## src/rtl/uart_pkg.sv

```systemverilog
// Shared UART constants: data width, default bit timing, frame length and the
// default receive-idle timeout derived from them.
package uart_pkg;

   localparam int UART_DATA_W      = 8;
   localparam int CLKS_PER_BIT     = 217;
   localparam int UART_FRAME_BITS  = 10;
   localparam int UART_IDLE_CHARS  = 4;

   // Idle clocks spanning a number of character times at a given bit rate.
   function automatic int idle_clks(input int chars, input int frame_bits,
                                    input int clks_per_bit);
      return chars * frame_bits * clks_per_bit;
   endfunction

   localparam int UART_TIMEOUT_CLKS =
      idle_clks(UART_IDLE_CHARS, UART_FRAME_BITS, CLKS_PER_BIT);

endpackage

```

## src/rtl/uart_fifo_mem.sv

```systemverilog
// Storage array for the receive FIFO: one synchronous write port and one
// asynchronous read port. Storage is deliberately not reset.
module uart_fifo_mem
   import uart_pkg::*;
#(
   parameter int DEPTH = 16,
   parameter int AW    = $clog2(DEPTH)
) (
   input  logic                   i_Clock,
   input  logic                   we,
   input  logic [AW-1:0]          waddr,
   input  logic [UART_DATA_W-1:0] wdata,
   input  logic [AW-1:0]          raddr,
   output logic [UART_DATA_W-1:0] rdata
);

   logic [UART_DATA_W-1:0] mem [DEPTH];

   // Write the incoming byte into its slot on the clock edge.
   always_ff @(posedge i_Clock) begin
      if (we) begin
         mem[waddr] <= wdata;
      end
   end

   assign rdata = mem[raddr];

endmodule

```

## src/rtl/uart_rx_fifo.sv

```systemverilog
// Receive-side first-word-fall-through FIFO behind the UART receiver, with
// level, overrun, threshold and idle-timeout status.
// Optional feature: define UART_RX_FIFO_TIMEOUT_EN to build the idle-timeout
// counter; otherwise o_Timeout_Irq is held low.
module uart_rx_fifo
   import uart_pkg::*;
#(
   parameter int DEPTH        = 16,
   parameter int THRESH       = 8,
   parameter int TIMEOUT_CLKS = UART_TIMEOUT_CLKS
) (
   input  logic                     i_Clock,
   input  logic                     i_Rst_L,
   input  logic                     i_RX_DV,
   input  logic [UART_DATA_W-1:0]   i_RX_Byte,
   input  logic                     i_Rd_En,
   input  logic                     i_Clr_Overrun,
   output logic [UART_DATA_W-1:0]   o_Rd_Data,
   output logic                     o_Empty,
   output logic                     o_Full,
   output logic [$clog2(DEPTH):0]   o_Count,
   output logic                     o_Overrun,
   output logic                     o_Thresh_Irq,
   output logic                     o_Timeout_Irq
);

   localparam int AW = $clog2(DEPTH);
   localparam int CW = AW + 1;

   logic [AW-1:0]          wr_ptr;
   logic [AW-1:0]          rd_ptr;
   logic [CW-1:0]          count_q;
   logic [CW-1:0]          count_nxt;
   logic                   empty_q;
   logic                   full_q;
   logic                   overrun_q;
   logic                   thresh_q;
   logic                   push_ok;
   logic                   pop_ok;
   logic                   overrun_set;
   logic [UART_DATA_W-1:0] mem_rdata;

   // A push is accepted while full only if a pop frees the head slot in the
   // same cycle; the write then lands in the slot being vacated.
   always_comb begin
      pop_ok      = i_Rd_En && !empty_q;
      push_ok     = i_RX_DV && (!full_q || pop_ok);
      overrun_set = i_RX_DV && full_q && !pop_ok;
      count_nxt   = count_q;
      case ({push_ok, pop_ok})
         2'b10:   count_nxt = count_q + CW'(1);
         2'b01:   count_nxt = count_q - CW'(1);
         default: count_nxt = count_q;
      endcase
   end

   // Pointers, occupancy and level flags all update on the same edge.
   always_ff @(posedge i_Clock or negedge i_Rst_L) begin
      if (!i_Rst_L) begin
         wr_ptr   <= '0;
         rd_ptr   <= '0;
         count_q  <= '0;
         empty_q  <= 1'b1;
         full_q   <= 1'b0;
         thresh_q <= 1'b0;
      end else begin
         if (push_ok) wr_ptr <= wr_ptr + AW'(1);
         if (pop_ok)  rd_ptr <= rd_ptr + AW'(1);
         count_q  <= count_nxt;
         empty_q  <= (count_nxt == '0);
         full_q   <= (count_nxt == CW'(DEPTH));
         thresh_q <= (count_nxt >= CW'(THRESH));
      end
   end

   // Sticky overrun flag; a new overrun outranks a simultaneous clear.
   always_ff @(posedge i_Clock or negedge i_Rst_L) begin
      if (!i_Rst_L) begin
         overrun_q <= 1'b0;
      end else if (overrun_set) begin
         overrun_q <= 1'b1;
      end else if (i_Clr_Overrun) begin
         overrun_q <= 1'b0;
      end
   end

   uart_fifo_mem #(
      .DEPTH (DEPTH),
      .AW    (AW)
   ) u_mem (
      .i_Clock (i_Clock),
      .we      (push_ok),
      .waddr   (wr_ptr),
      .wdata   (i_RX_Byte),
      .raddr   (rd_ptr),
      .rdata   (mem_rdata)
   );

   assign o_Rd_Data    = empty_q ? '0 : mem_rdata;
   assign o_Empty      = empty_q;
   assign o_Full       = full_q;
   assign o_Count      = count_q;
   assign o_Overrun    = overrun_q;
   assign o_Thresh_Irq = thresh_q;

`ifdef UART_RX_FIFO_TIMEOUT_EN
   localparam int TW = $clog2(TIMEOUT_CLKS + 1);

   logic [TW-1:0] idle_cnt;

   // Count idle clocks while data sits unread; any traffic or an empty FIFO
   // restarts it, and it parks at the limit.
   always_ff @(posedge i_Clock or negedge i_Rst_L) begin
      if (!i_Rst_L) begin
         idle_cnt <= '0;
      end else if (push_ok || pop_ok || empty_q) begin
         idle_cnt <= '0;
      end else if (idle_cnt != TW'(TIMEOUT_CLKS)) begin
         idle_cnt <= idle_cnt + TW'(1);
      end
   end

   assign o_Timeout_Irq = (idle_cnt == TW'(TIMEOUT_CLKS)) && !empty_q;
`else
   // Feature absent: constant low, still expressed through TIMEOUT_CLKS so the
   // parameter is referenced in both builds.
   assign o_Timeout_Irq = (TIMEOUT_CLKS < 0);
`endif

endmodule

```

## config.mk

```make
export PLATFORM = sky130hd
export DESIGN_NAME = uart_rx_fifo
export DESIGN_NICKNAME = d
export VERILOG_FILES = /design/src/rtl/uart_pkg.sv /design/src/rtl/uart_fifo_mem.sv /design/src/rtl/uart_rx_fifo.sv
export SDC_FILE = /design/constraint.sdc
export NUM_CORES = 1
export LEC_CHECK = 0
export CORE_MARGIN = 4
export CORE_UTILIZATION = 59
export CTS_BUF_LIST = sky130_fd_sc_hd__clkbuf_16
export DETAILED_ROUTE_END_ITERATION = 10
export GPL_TIMING_DRIVEN = 0
export PLACE_DENSITY = 0.79
export RECOVER_POWER = 100
export SLEW_MARGIN = 20
export SYNTH_ARGS = -nofsm -noshare
export SYNTH_HDL_FRONTEND = slang
export SYNTH_HIERARCHICAL = 1
export SYNTH_SLANG_ARGS = --single-unit
```

## constraint.sdc

```tcl
create_clock -name i_Clock -period 2.7 [get_ports i_Clock]
set_input_delay 0.405 -clock i_Clock [delete_from_list [all_inputs] [get_ports i_Clock]]
set_output_delay 0.405 -clock i_Clock [all_outputs]
set_load 0.005 [all_outputs]
```

==> metrics.txt <==
detailed-route DRC error count=0; Die W=109 um; initial antenna violation count=0; syn_area_per_cell=18.9 sq um; CTS sink cnt=between 100 and 150; Root Buffer Master=clkbuf_16; router iterations before antenna repair=7; slowest stage delay, CP=680 ps; Pwr Total=8.57 mW; WL final=13800 um; Main synth FF type=edfxtp_1; RSZ-0062 raised after global routing=true; Congestion Overflow GR=0; Post-Syn Nets=between 300 and 400; std cell rows=36; via count=3339; power per cell area=roughly 1200 nW/um^2; failing checks=negative setup slack; Max clock buf depth=2; Final nets=402; Final Hold Vio Count=0; Max Cap Viol=0; DIE AREA=11800 sq um; CTS tree=built; Antenna Nets Post-Route=0; worst hold-check path type=input pin to asynchronous set/reset pin; Post-synth ARST share=11.7%; Clock Latency Late Sink=410 ps; TritonCTS Buffers=17; WL/cell=around 26 um; Die H=109 um; clock skew=roughly 9.9 ps; ANT cells=0; outcome=finished, violations left; sequential fraction of the synthesis area=71.6%; crit path DAT=roughly 2700 ps; worst slew pin tran=901 ps; fmax=370 MHz; PortBufs=29; Setup Viol. Count Final=1; drt via density=around 6.3; FF+latch count, synth=145; dominant cells by area after synthesis=edfxtp_1 64%, mux4_2 6.8%, dfrtp_1 6.7%; CP max-delay cell=nor2_1; Final Instance Area=7300 sq um; Min Clock Period, post-route=about 2700 ps; library cells used by synthesis=45; total core area=9820 sq um; cell taking the most area after synthesis=edfxtp_1; setup_tns=-1.71 ps; crit path capture type=flip-flop; Worst-path clk slew=roughly 60 ps; GPL Wtd Cong=0.782; post-synth top area share=64.4%; max layer used=met4; Post-Synthesis Cell Area=5960 sq um; post-place instance area=around 6400 sq um; Pleak=2.52 nW; WL met1=4960 um; Synth warnings=6; most common cell after layout, fill and taps aside=edfxtp_1; WS Path Type=input pin to flip-flop; post-DP HPWL=7690 um; initial drt markers=around 380; crit path buf inv count=3; synthesis-to-finish area growth=22.4%; crit path max fanout=8; Final WS setup=-1.71 ps; count of flip-flops with a built-in enable after synthesis=128; IO Count=31; layout cells sized above 1=33.8%; vias in the first global route=3398; CP Launch Type=input pin; largest vdd supply drop=about 0.73 mV; largest net degree at the start of global routing=18; Top Family by Delay on Critical Path=simple AND/OR/NAND/NOR gates; H-tree levels=4; max-slew violations=0; routed wire length on met2=approximately 7300 um; routed wl met3=1110 um; first-pass GRT wire length=between 20000 and 25000 um; Synth Instances=316; Critical Path, Cell by Cell=clkdlybuf4s50_1 > nand2b_4 > nand2_2 > nand2_4 > buf_4 > inv_1 > or3b_2 > nor2_1; GRT Util Overall=25.3%; final period utilization=100%; commonest cells after routing, fill and taps aside=128 x edfxtp_1, 31 x mux4_2, 21 x clkdlybuf4s50_1; starting density of the core=60.7%; relative slew slack=39.8%; worst path required time=2730 ps
==> routing by layer <==
| metal | up-vias | GRT usage, % |
|---|---|---|
| met2 | 173 | 40.6 |
| met4 | 0 | 10.8 |
| met5 | - | 0 |
| met1 | 1737 | 33.1 |
| li1 | 1398 | - |
| met3 | 31 | 6.45 |
==> Yosys cell counts, types with 2 or more instances <==
master / number
edfxtp_1: 128
nand2_1: 21
mux4_2: 18
a22oi_1: 16
dfrtp_1: 16
nor2_1: 15
mux4_1: 14
nor2b_1: 12
xnor2_1: 8
nor3_1: 6
buf_6: 5
ha_1: 5
buf_2: 4
nand2b_1: 4
a21oi_1: 3
clkdlybuf4s25_2: 3
inv_1: 3
nand3_1: 3
buf_4: 2
nand3b_1: 2
nand4_1: 2
o21ai_1: 2
xor2_1: 2
==> metrics by stage <==
stage	std cells	setup WS, ps	util (%)	hold WS, ps
after floorplan	316	178	-	109
after global placement	478	-635	65.4	511
after detailed placement	478	-441	65.6	530
after CTS	526	-25.4	74.0	513
after global routing	530	-159	74.4	534
final	530	-1.71	74.4	505
==> cell type report <==
cell class / instances / area, sq um
plain buffers: 13 / 143
fillers: 584 / 2520
repair buffers: 50 / 478
multi-input cells: 153 / 1630
inverters: 4 / 15.0
clock inverters: 15 / 175
clock buffers: 17 / 425
flip-flops and latches: 145 / 4270
well taps: 133 / 166
==> worst reg2reg max path, stage by stage (launching register included) <==
cell and delay, ps:
dfstp_2 530, nand2b_4 150, nand2_2 80, nand2_4 80, ha_2 190, buf_6 120, xor2_1 140, ha_2 220
o21ai_1 90, a221oi_2 270, o211ai_2 150, xor2_2 270, inv_2 100, nor3_4 220
==> flip-flops by register name, indices dropped and copies added (netlist names) <==
register	count
rd_ptr	4
u_mem/mem	128
o_Overrun	1
o_Full	1
o_Thresh_Irq	1
wr_ptr	4
o_Count	5
o_Empty	1
==> timing repair <==
| item | in CTS | in global routing |
|---|---|---|
| gates cloned | 2 | 1 |
| resized for setup | 70 | 17 |
| buffers inserted | 14 | 6 |
| pin swaps | 13 | 11 |
| hold buffers | 0 | 0 |
| setup endpoints to repair | 37 | 29 |
==> path summary, 6_finish.rpt <==
path	depth (start not counted)	slack [ps]	from	end
min reg2reg	2	540	o_Overrun$_DFFE_PN0P_	o_Overrun$_DFFE_PN0P_
max reg2reg	13	10	o_Empty$_DFF_PN1_	o_Empty$_DFF_PN1_
max in group asynchronous	1	1640	i_Rst_L	rd_ptr[0]$_DFFE_PN0P_
min in group i_Clock	2	540	o_Overrun$_DFFE_PN0P_	o_Overrun$_DFFE_PN0P_
min	1	510	i_Rst_L	rd_ptr[3]$_DFFE_PN0P_
max	8	-2	i_Rd_En	u_mem/mem[2][7]$_DFFE_PP_
==> kinds of logic (layout without fill, tap and decap cells) <==
| logic type | Yosys count | after routing | share of synthesized area [%] |
|---|---|---|---|
| AO/OA/AOI/OAI | 30 | 30 | 3.82 |
| XOR/XNOR | 11 | 11 | 1.74 |
| adder cells (fa/ha/maj) | 5 | 5 | 1.05 |
| buffers and inverters | 18 | 99 | 2.29 |
| flip-flops | 145 | 145 | 71.6 |
| multiplexers | 33 | 33 | 13.2 |
| other | 1 | 1 | 0.0629 |
| AND/OR/NAND/NOR | 73 | 73 | 6.29 |
==> report_power, final <==
group          switching (mW)  internal [mW]
sequential              0.260           2.79
clock                   0.854           1.52
combinational            1.55           1.59
(Power assumes the default switching activity.)
